### config.mk
export PLATFORM = sky130hd
export DESIGN_NAME = lsu_ctrl
export DESIGN_NICKNAME = d
export VERILOG_FILES = /design/src/rtl/lsu_ctrl.sv
export SDC_FILE = /design/constraint.sdc
export NUM_CORES = 1
export LEC_CHECK = 0
export ABC_AREA = 1
export CAP_MARGIN = 20
export CORE_MARGIN = 1.5
export CORE_UTILIZATION = 47
export CTS_CLUSTER_DIAMETER = 120
export DETAILED_ROUTE_END_ITERATION = 8
export PLACE_DENSITY_LB_ADDON = 0.15
export SYNTH_ARGS = -nofsm -noshare
export SYNTH_HDL_FRONTEND = slang
export SYNTH_SLANG_ARGS = --single-unit
### constraint.sdc
create_clock -name clk -period 4.4 [get_ports clk]
set_clock_uncertainty 0.15 [all_clocks]
set_input_delay 0.88 -clock clk [delete_from_list [all_inputs] [get_ports clk]]
set_output_delay 0.88 -clock clk [all_outputs]
set_load 0.1 [all_outputs]
### src/rtl/lsu_ctrl.sv
// lsu_ctrl -- load/store unit between execute and the data-memory bus.
//
// Accepts one memory request at a time from execute, issues a single
// outstanding bus transaction, and writes extended load data back to the
// register file. The pc is stalled via hold_o while the transaction runs.
//
// Ports:
//   clk, rst          core clock, synchronous active-low reset
//   mem_re_i/mem_we_i load/store strobes (both high = load)
//   addr_i, wdata_i   byte address and store data
//   byte_sel_i        00 byte, 01 half, 10 word, 11 no access
//   un_sign_i         load zero-extend (1) / sign-extend (0)
//   rd_waddr_i        load destination register
//   bus_*             request side of the data-memory bus, plus gnt/rvalid/rdata
//   rd_we_o/rd_waddr_o/rd_wdata_o  register file write port
//   hold_o            stall request to pc / upstream stages
//   misalign_o        pulse: misaligned request dropped
//   bus_err_o         pulse: transaction abandoned after TIMEOUT cycles
module lsu_ctrl #(
    parameter int TIMEOUT = 255
) (
    input  logic        clk,
    input  logic        rst,
    input  logic        mem_re_i,
    input  logic        mem_we_i,
    input  logic [31:0] addr_i,
    input  logic [31:0] wdata_i,
    input  logic [1:0]  byte_sel_i,
    input  logic        un_sign_i,
    input  logic [4:0]  rd_waddr_i,
    output logic        bus_req_o,
    output logic        bus_we_o,
    output logic [31:0] bus_addr_o,
    output logic [31:0] bus_wdata_o,
    output logic [3:0]  bus_be_o,
    input  logic        bus_gnt_i,
    input  logic        bus_rvalid_i,
    input  logic [31:0] bus_rdata_i,
    output logic        rd_we_o,
    output logic [4:0]  rd_waddr_o,
    output logic [31:0] rd_wdata_o,
    output logic        hold_o,
    output logic        misalign_o,
    output logic        bus_err_o
);

    localparam logic [1:0] S_IDLE  = 2'd0;
    localparam logic [1:0] S_REQ   = 2'd1;
    localparam logic [1:0] S_RWAIT = 2'd2;
    localparam logic [1:0] S_DONE  = 2'd3;

    localparam int CNT_W = $clog2(TIMEOUT + 1);
    localparam logic [CNT_W-1:0] TMO_LAST = CNT_W'(TIMEOUT - 1);

    logic [1:0]       state;
    logic [CNT_W-1:0] tmo_cnt;
    logic             we_q;
    logic [1:0]       size_q;
    logic [1:0]       off_q;
    logic             uns_q;
    logic [4:0]       rd_q;
    logic             err_q;
    logic [31:0]      addr_q;
    logic [31:0]      wdata_q;
    logic [3:0]       be_q;
    logic [31:0]      rd_wdata_q;

    logic req_valid;
    logic req_misalign;
    logic accept;
    logic tmo_hit;

    function automatic logic [3:0] lane_be(input logic [1:0] sel, input logic [1:0] off);
        case (sel)
            2'b00:   return 4'b0001 << off;
            2'b01:   return off[1] ? 4'b1100 : 4'b0011;
            default: return 4'b1111;
        endcase
    endfunction

    function automatic logic [31:0] lane_wdata(input logic [1:0] sel, input logic [31:0] data);
        case (sel)
            2'b00:   return {4{data[7:0]}};
            2'b01:   return {2{data[15:0]}};
            default: return data;
        endcase
    endfunction

    function automatic logic [31:0] load_extend(input logic [1:0] sel, input logic [1:0] off,
                                                input logic uns, input logic [31:0] rdata);
        logic [7:0]  b;
        logic [15:0] h;
        b = rdata[{off, 3'b000} +: 8];
        h = rdata[{off[1], 4'b0000} +: 16];
        case (sel)
            2'b00:   return uns ? {24'd0, b} : {{24{b[7]}}, b};
            2'b01:   return uns ? {16'd0, h} : {{16{h[15]}}, h};
            default: return rdata;
        endcase
    endfunction

    assign req_valid    = (mem_re_i | mem_we_i) & (byte_sel_i != 2'b11);
    assign req_misalign = ((byte_sel_i == 2'b01) & addr_i[0]) |
                          ((byte_sel_i == 2'b10) & (addr_i[1:0] != 2'b00));
    // Gated by rst so every output reads zero while reset is held.
    assign accept       = rst & (state == S_IDLE) & req_valid & ~req_misalign;
    assign misalign_o   = rst & (state == S_IDLE) & req_valid & req_misalign;
    assign hold_o       = rst & (accept | (state == S_REQ) | (state == S_RWAIT));
    // Counter value is the number of REQ/RWAIT cycles already completed.
    assign tmo_hit      = (tmo_cnt >= TMO_LAST);

    assign bus_req_o   = (state == S_REQ);
    assign bus_we_o    = we_q;
    assign bus_addr_o  = addr_q;
    assign bus_wdata_o = wdata_q;
    assign bus_be_o    = be_q;
    assign rd_waddr_o  = rd_q;
    assign rd_wdata_o  = rd_wdata_q;
    assign rd_we_o     = (state == S_DONE) & ~we_q & ~err_q & (rd_q != 5'd0);
    assign bus_err_o   = (state == S_DONE) & err_q;

    always_ff @(posedge clk) begin
        if (!rst) begin
            state      <= S_IDLE;
            tmo_cnt    <= '0;
            we_q       <= 1'b0;
            size_q     <= 2'b00;
            off_q      <= 2'b00;
            uns_q      <= 1'b0;
            rd_q       <= 5'd0;
            err_q      <= 1'b0;
            addr_q     <= 32'd0;
            wdata_q    <= 32'd0;
            be_q       <= 4'd0;
            rd_wdata_q <= 32'd0;
        end else begin
            case (state)
                // Capture: bus fields are frozen here for the whole transaction.
                S_IDLE: begin
                    if (accept) begin
                        state   <= S_REQ;
                        tmo_cnt <= '0;
                        err_q   <= 1'b0;
                        we_q    <= ~mem_re_i;
                        size_q  <= byte_sel_i;
                        off_q   <= addr_i[1:0];
                        uns_q   <= un_sign_i;
                        rd_q    <= rd_waddr_i;
                        addr_q  <= {addr_i[31:2], 2'b00};
                        be_q    <= lane_be(byte_sel_i, addr_i[1:0]);
                        wdata_q <= mem_re_i ? 32'd0 : lane_wdata(byte_sel_i, wdata_i);
                    end
                end
                // Request phase: a grant in the final allowed cycle still wins.
                S_REQ: begin
                    tmo_cnt <= tmo_cnt + 1'b1;
                    if (bus_gnt_i) begin
                        state <= we_q ? S_DONE : S_RWAIT;
                    end else if (tmo_hit) begin
                        state <= S_DONE;
                        err_q <= 1'b1;
                    end
                end
                // Read data phase.
                S_RWAIT: begin
                    tmo_cnt <= tmo_cnt + 1'b1;
                    if (bus_rvalid_i) begin
                        state      <= S_DONE;
                        rd_wdata_q <= load_extend(size_q, off_q, uns_q, bus_rdata_i);
                    end else if (tmo_hit) begin
                        state <= S_DONE;
                        err_q <= 1'b1;
                    end
                end
                // Writeback / release: the same instruction is still presented, so ignore inputs.
                default: begin
                    state <= S_IDLE;
                end
            endcase
        end
    end

endmodule

==> results of run 1 <==
## cells by family after synthesis
group	after synthesis	share of synthesized area (%)
fa+ha+maj	7	1.596
other cells	1	0.06833
xor+xnor	1	0.1596
buf+inv	106	8.390
flops	120	43.78
simple gates	327	23.42
compound gates	213	22.59
## critical path: stages
cell and delay, ps:
clkdlybuf4s50_1 790, nand2_1 140, inv_1 80, nor2_1 40, nand2_1 90, nand2_2 70
a31oi_1 270, buf_12 220
## cells in the mapped netlist (8+ instances only)
master and count:
a21oi_1 90, buf_2 18, buf_4 8, clkbuf_1 20, dfxtp_1 120, inv_1 54, nand2_1 178, nand3_1 13
nor2_1 119, o211ai_1 30, o21ai_0 64
## layer usage
layer,vias to the layer above,GRT usage [%]
met5,-,0
met4,0,11.14
li1,2926,-
met3,23,6.178
met2,228,41.28
met1,2553,34.85
## path summary, 6_finish.rpt
kind / endpoint / slack, ps / cells after the start
setup reg to reg: bus_be_o[2] / 1660 / 10
setup / recovery: hold_o / 790 / 8
hold reg to reg: bus_wdata_o[7] / 310 / 2
hold / removal: bus_wdata_o[7] / 310 / 2
## registers in the layout (all words and copies together), names as in the netlist
signal,count
bus_we_o,1
bus_be_o,4
rd_wdata_o,32
uns_q,1
state,2
off_q,2
rd_waddr_o,5
bus_addr_o,30
tmo_cnt,8
err_q,1
bus_wdata_o,32
size_q,2
## power groups by stage
stage               logic, mW  clock network, mW  registers (mW)
floorplan               0.399                  0            1.71
global placement         1.19                  0            1.24
detailed placement       1.20                  0            1.24
CTS                      1.20               1.37            1.22
global route             1.27               1.42            1.23
finish                   1.20               1.34            1.22
## cell type report
cell class | instances | area (sq um)
fillers | 963 | 3179
flip-flops and latches | 120 | 2402
clock buffers | 22 | 474.2
clock inverters | 8 | 97.59
repair buffers | 226 | 2245
multi-input cells | 550 | 2629
inverters | 56 | 212.7
well taps | 143 | 178.9
==> impl_metrics.env, run 1 <==
export IMPL_wl_met1_microns=7403
export IMPL_grt_usage_pct=26.31
export IMPL_tightest_slew_ps=1027
export IMPL_synthFlopType="dfxtp_1"
export IMPL_gp_congestion=0.8350
export IMPL_crit_required_ps=3370
export IMPL_dp_cells=1095
export IMPL_top_layer="met4"
export IMPL_cts_sinks=120
export IMPL_clock_path_buffers=2
export IMPL_grt_antenna_before_repair=0
export IMPL_intPower_mw=2.361
export IMPL_htreeDepth=4
export IMPL_drtIter0Drc=478
export IMPL_dieArea_sq_mm=0.01233
export IMPL_whs_ps=311.2
export IMPL_syn_avg_cell_area_sq_um=7.081
export IMPL_setup_tns_ps=0
export IMPL_final_cell_area_sq_mm=0.008239
export IMPL_synthDistinctLibCells=35
export IMPL_hold_buffers=0
export IMPL_reg2reg_from="state[0]"
export IMPL_wl_met2_microns=7315
export IMPL_stdcell_count=1125
export IMPL_synth_cells=775
export IMPL_drv_cap=0
export IMPL_pre_cts_slack_ps=623.7
export IMPL_critPathKind="input port to output port"
export IMPL_dr_pass1_iters=6
export IMPL_post_dp_cell_area_sq_mm=0.007667
export IMPL_setup_viol_count_final=0
export IMPL_netlist_area_leader_share_pct=43.78
export IMPL_core_area_sq_mm=0.01142
export IMPL_rsz0062_at_grt="no"
export IMPL_wirelength_microns=16070
export IMPL_min_period_over_period_pct=81.99
export IMPL_portBuffers=218
export IMPL_dr_wl_met3_microns=1040
export IMPL_p_sw_mw=1.398
export IMPL_die_h_microns=111.1
export IMPL_hp_class="flip-flop to flip-flop"
export IMPL_drcViolationCount=0
export IMPL_num_io_pins=221
export IMPL_grt_max_degree=71
export IMPL_clkTransAtPathRegs_ps=50
export IMPL_ys_seq_area_share_pct=43.78
export IMPL_post_route_util_pct=72.16
export IMPL_cts_made_buffers=17
export IMPL_async_flop_share_pct=0
export IMPL_routedWlPerCell_microns=14.28
export IMPL_synthTopCellsByArea="dfxtp_1 44%, nand2_1 12%, a21oi_1 8.2%"
export IMPL_worstSetupEndpointType="output port"
export IMPL_worstSetupStartpoint="byte_sel_i[1]"
export IMPL_cts_setup_buffers=0
export IMPL_vdd_drop_max_mv=0.3223
export IMPL_avgViaCountPerCell=5.093
export IMPL_grt_pass1_wl_microns=26280
export IMPL_drive_gt1_share_pct=5.092
export IMPL_cts_tree="yes"
export IMPL_outcome="complete, no violations"
export IMPL_nets=1088
export IMPL_swShare_pct=37.19
export IMPL_layout_common_cells="215 x clkdlybuf4s50_1, 178 x nand2_1, 120 x dfxtp_1"
export IMPL_ant_nets=0
export IMPL_synth_seq_cells=120
export IMPL_p_per_area_mw_per_mm2=456.3
export IMPL_vias=5730
export IMPL_netlist_area_sq_mm=0.005488
export IMPL_min_period_ps=3608
export IMPL_synth_edff_count=0
export IMPL_crit_arrival_ps=2580
export IMPL_yosysTopAreaCell="dfxtp_1"
export IMPL_post_cts_resized=0
export IMPL_layout_commonest_cell="clkdlybuf4s50_1"
export IMPL_hp_start="bus_wdata_o[7]"
export IMPL_final_hold_viol_count=0
export IMPL_power_frac_seq_pct=32.4
export IMPL_area_growth_pct=50.14
export IMPL_p_leak_nw=3.322
export IMPL_pwr_share_clk_pct=35.7
export IMPL_max_slew_margin_pct=31.31
export IMPL_worst_slack_ps=792.4
export IMPL_dp_hpwl_microns=10960
export IMPL_synth_warnings=0
export IMPL_initial_core_util_pct=48.06
export IMPL_combPwrFrac_pct=31.9
export IMPL_antenna_cells=0
export IMPL_die_x_microns=111.1
export IMPL_clock_latency_ps=420
export IMPL_slew_violations=0
export IMPL_grt_pass1_vias=5262
export IMPL_grt_overflow=0
export IMPL_cp_start_kind="input port"
export IMPL_cts_root_buf="clkbuf_16"
export IMPL_critPathMaxFanout=14
export IMPL_row_count=39
export IMPL_power_mw=3.760
export IMPL_fmax_mhz=277.2
(Power assumes the default switching activity.)
==> run 2: changes to the inputs <==
Settings changed: CORE_UTILIZATION 47 to 39.
Clock period 4.4 ns to 3 ns, I/O delays scaled along.
==> impl_metrics.env, run 2 (synthesis results as in run 1) <==
export IMPL_crit_required_ps=2250
export IMPL_power_mw=5.789
export IMPL_dp_cells=1138
export IMPL_min_period_ps=2846
export IMPL_cp_common_cell="nand2_1"
export IMPL_worst_slack_ps=153.7
export IMPL_clock_latency_ps=420
export IMPL_initial_core_util_pct=39.69
export IMPL_cpLargestDelayFamily="buffers and inverters"
export IMPL_cts_setup_buffers=0
export IMPL_drtIter0Drc=369
export IMPL_grt_antenna_before_repair=0
export IMPL_cts_tree="yes"
export IMPL_crit_slowest_cell="clkdlybuf4s50_1"
export IMPL_drcViolationCount=0
export IMPL_setup_tns_ps=0
export IMPL_crit_chain="clkdlybuf4s50_1 > inv_1 > nand2_1 > nand2_1 > nand2_1 > nand2_2 > a31oi_2 > buf_12"
export IMPL_cts_root_buf="clkbuf_16"
export IMPL_nets=1094
export IMPL_post_route_util_pct=59.19
export IMPL_vias=5745
export IMPL_critPathMaxFanout=8
export IMPL_antenna_cells=0
export IMPL_min_period_over_period_pct=94.88
export IMPL_htreeDepth=4
export IMPL_drv_cap=0
export IMPL_grt_max_degree=71
export IMPL_cts_made_buffers=17
export IMPL_max_slew_margin_pct=52.93
export IMPL_grt_pass1_vias=5140
export IMPL_vdd_drop_max_mv=0.3997
export IMPL_cpPeakStageDelay_ps=650
export IMPL_outcome="complete, no violations"
export IMPL_post_dp_cell_area_sq_mm=0.007540
export IMPL_stdcell_count=1170
export IMPL_hp_start="bus_wdata_o[7]"
export IMPL_final_cell_area_sq_mm=0.008184
export IMPL_area_growth_pct=49.13
export IMPL_worstSetupStartpoint="byte_sel_i[0]"
export IMPL_wirelength_microns=16840
export IMPL_num_io_pins=221
export IMPL_p_per_area_mw_per_mm2=707.4
export IMPL_row_count=43
export IMPL_dr_pass1_iters=5
export IMPL_worstSetupEndpointType="output port"
export IMPL_cts_sinks=120
export IMPL_reg2reg_from="state[0]"
export IMPL_pre_cts_slack_ps=109.0
export IMPL_ant_nets=0
export IMPL_crit_arrival_ps=2100
export IMPL_gp_congestion=0.8282
export IMPL_dp_hpwl_microns=11810
export IMPL_rsz0062_at_grt="no"
export IMPL_cp_start_kind="input port"
export IMPL_die_h_microns=121.6
export IMPL_grt_overflow=0
export IMPL_dieArea_sq_mm=0.01479
export IMPL_setup_viol_count_final=0
export IMPL_portBuffers=218
export IMPL_whs_ps=311.9
export IMPL_core_area_sq_mm=0.01383
export IMPL_p_leak_nw=3.606
export IMPL_clock_path_buffers=2
export IMPL_hp_class="flip-flop to flip-flop"
export IMPL_path_buf_inv=3
export IMPL_layout_commonest_cell="nand2_1"
export IMPL_critPathKind="input port to output port"
export IMPL_layout_common_cells="178 x nand2_1, 120 x dfxtp_1, 119 x nor2_1, 119 x buf_4, 108 x clkdlybuf4s50_1"
export IMPL_tightest_slew_ps=705.2
export IMPL_routedWlPerCell_microns=14.40
export IMPL_die_x_microns=121.6
export IMPL_drive_gt1_share_pct=16.87
export IMPL_hold_buffers=0
export IMPL_grt_pass1_wl_microns=26210
export IMPL_avgViaCountPerCell=4.910
export IMPL_clkTransAtPathRegs_ps=50
export IMPL_slew_violations=0
export IMPL_grt_usage_pct=22.68
export IMPL_fmax_mhz=351.3
export IMPL_final_hold_viol_count=0
export IMPL_post_cts_resized=0
==> run 2: cell types whose count changed in the layout (fill, tap and decap cells not counted), moves of 2 or more <==
cell | before | now
clkbuf_8 | 3 | 1
bufinv_16 | 2 | 5
buf_12 | 1 | 4
clkdlybuf4s50_1 | 215 | 108
buf_4 | 9 | 119
==> run 2: per-layer routing <==
| layer | share of wire, % | vias up | GRT usage, % | routed length, microns |
|---|---|---|---|---|
| met5 | 0 | - | 0 | 0 |
| met4 | 1.6 | 0 | 8.897 | 267 |
| met3 | 6.8 | 25 | 6.507 | 1138 |
| met2 | 45 | 182 | 34.71 | 7509 |
| met1 | 47 | 2584 | 30.20 | 7927 |
| li1 | - | 2954 | - | - |
==> run 2: area by class of cell <==
| type | count | area, sq um |
|---|---|---|
| sequential | 120 | 2402 |
| clock buffer | 20 | 446.7 |
| timing repair buffer | 232 | 2059 |
| inverter | 56 | 212.7 |
| multi-input combinational | 550 | 2640 |
| clock inverter | 12 | 197.7 |
| fill | 1318 | 5643 |
| tap | 180 | 225.2 |
==> run 2: path summary, 6_finish.rpt <==
kind / end / slack, ps / depth (start not counted)
min reg2reg: bus_wdata_o[7] / 310 / 2
max reg2reg: bus_addr_o[25] / 720 / 10
max: hold_o / 150 / 8
min: bus_wdata_o[7] / 310 / 2
==> run 2: power by group <==
part / switching [mW] / total [mW] / internal [mW]
Sequential: 0.0708 / 1.78 / 1.71
Combinational: 1.30 / 1.76 / 0.466
Clock: 0.752 / 2.24 / 1.49
Total: 2.12 / 5.79 / 3.67
==> run 2: tightest hold or removal path: cells and delay by family, from the launching register on <==
kind,cells,cell delay (ps)
AO/OA/AOI/OAI,1,50
flip-flops,1,300
AND/OR/NAND/NOR,1,60
==> run 3: changes to the inputs <==
Settings changed: CORE_MARGIN 1.5 to not set.
==> impl_metrics.env, run 3 (synthesis results as in run 1) <==
export IMPL_outcome="complete, no violations"
export IMPL_routedWlPerCell_microns=14.36
export IMPL_htreeDepth=4
export IMPL_cpPeakStageDelay_ps=650
export IMPL_setup_viol_count_final=0
export IMPL_grt_overflow=0
export IMPL_core_area_sq_mm=0.01351
export IMPL_whs_ps=312.4
export IMPL_vias=5890
export IMPL_num_io_pins=221
export IMPL_dr_pass1_iters=7
export IMPL_cp_start_kind="input port"
export IMPL_crit_required_ps=2250
export IMPL_final_hold_viol_count=0
export IMPL_rsz0062_at_grt="no"
export IMPL_rrSetupSlack_ps=710
export IMPL_hp_start="bus_wdata_o[30]"
export IMPL_grt_antenna_before_repair=0
export IMPL_max_slew_margin_pct=57.41
export IMPL_layout_commonest_cell="nand2_1"
export IMPL_drv_cap=0
export IMPL_wirelength_microns=16770
export IMPL_r2r_cells=10
export IMPL_crit_slowest_cell="clkdlybuf4s50_1"
export IMPL_slew_violations=0
export IMPL_nets=1097
export IMPL_grt_pass1_vias=5286
export IMPL_worstSetupEndpointType="output port"
export IMPL_antenna_cells=0
export IMPL_clkTransAtPathRegs_ps=50
export IMPL_min_period_ps=2812
export IMPL_rr_endpoint="bus_addr_o[6]"
export IMPL_cts_made_buffers=17
export IMPL_area_growth_pct=49.57
export IMPL_drtIter0Drc=377
export IMPL_cts_setup_buffers=0
export IMPL_fmax_mhz=355.6
export IMPL_grt_pass1_wl_microns=26640
export IMPL_critPathKind="input port to output port"
export IMPL_min_period_over_period_pct=93.74
export IMPL_drcViolationCount=0
export IMPL_reg2reg_from="state[0]"
export IMPL_die_x_microns=120.6
export IMPL_vdd_drop_max_mv=0.3960
export IMPL_post_cts_resized=0
export IMPL_tightest_slew_ps=638.7
export IMPL_worstSetupStartpoint="byte_sel_i[0]"
export IMPL_dieArea_sq_mm=0.01455
export IMPL_cts_root_buf="clkbuf_16"
export IMPL_gp_congestion=0.8195
export IMPL_clock_path_buffers=2
export IMPL_avgViaCountPerCell=5.043
export IMPL_dp_hpwl_microns=11870
export IMPL_worstHoldPathCells=2
export IMPL_pre_cts_slack_ps=189.9
export IMPL_wl_met2_microns=7322
export IMPL_hp_class="flip-flop to flip-flop"
export IMPL_die_h_microns=120.6
export IMPL_ant_nets=0
export IMPL_portBuffers=218
export IMPL_worst_slack_ps=187.7
export IMPL_initial_core_util_pct=40.63
export IMPL_path_buf_inv=3
export IMPL_wl_met1_microns=7652
export IMPL_hold_buffers=0
export IMPL_crit_chain="clkdlybuf4s50_1 > nand2_1 > inv_1 > nor2_1 > nand2_1 > nand2_2 > a31oi_2 > buf_12"
export IMPL_layout_common_cells="178 x nand2_1, 123 x buf_4, 120 x dfxtp_1"
export IMPL_p_per_area_mw_per_mm2=708.5
export IMPL_grt_usage_pct=23.26
export IMPL_cts_sinks=120
export IMPL_whs_endpoint="bus_wdata_o[30]"
export IMPL_clock_latency_ps=410
export IMPL_p_leak_nw=3.634
export IMPL_drive_gt1_share_pct=17.14
export IMPL_cpLargestDelayFamily="buffers and inverters"
export IMPL_critPathMaxFanout=8
export IMPL_top_layer="met4"
export IMPL_cts_tree="yes"
export IMPL_dr_wl_met3_microns=1427
export IMPL_cp_common_cell="nand2_1"
export IMPL_crit_arrival_ps=2060
export IMPL_grt_max_degree=53
export IMPL_row_count=42
-- run 3: worst max path at each step --
stage	to	depth (start not counted)
finish	hold_o	8
global route	hold_o	8
CTS	hold_o	8
detailed placement	hold_o	8
global placement	hold_o	8
floorplan	hold_o	4
-- run 3: routing by layer --
layer	global-route usage (%)	vias up
li1	-	2955
met1	30.65	2655
met2	35.13	249
met3	6.745	31
met4	10.26	0
met5	0	-
-- run 3: power breakdown --
| group | total (mW) | internal, mW | switching, mW |
|---|---|---|---|
| Sequential | 1.78 | 1.71 | 0.0710 |
| Combinational | 1.76 | 0.462 | 1.30 |
| Clock | 2.27 | 1.58 | 0.695 |
| Total | 5.82 | 3.75 | 2.07 |
-- run 3: final cells by class --
type	instances	area, sq um
clock buffer	23	498.0
clock inverter	8	165.2
fill	1266	5298
inverter	56	212.7
multi-input combinational	550	2640
sequential	120	2402
tap	176	220.2
timing repair buffer	235	2069
-- run 3: worst register-to-register path, cell delays in order (launching register included) --
cell and delay (ps):
dfxtp_1 350, inv_1 120, ha_1 290, nand2_1 130, nor2_1 150, nand2_2 100
buf_4 200, inv_2 140, buf_4 380, nor2_1 80, nor2_1 120
-- run 3: stage by stage --
step | instances | power (mW) | TNS [ps] | area, sq um | util (%)
floorplan | 776 | 3.100 | -183.4 | 5503 | -
global placement | 1137 | 3.564 | 0 | 7545 | 55.86
detailed placement | 1137 | 3.575 | 0 | 7545 | 55.86
CTS | 1168 | 5.861 | 0 | 8208 | 60.77
global route | 1168 | 6.047 | 0 | 8208 | 60.77
finish | 1168 | 5.815 | 0 | 8208 | 60.77
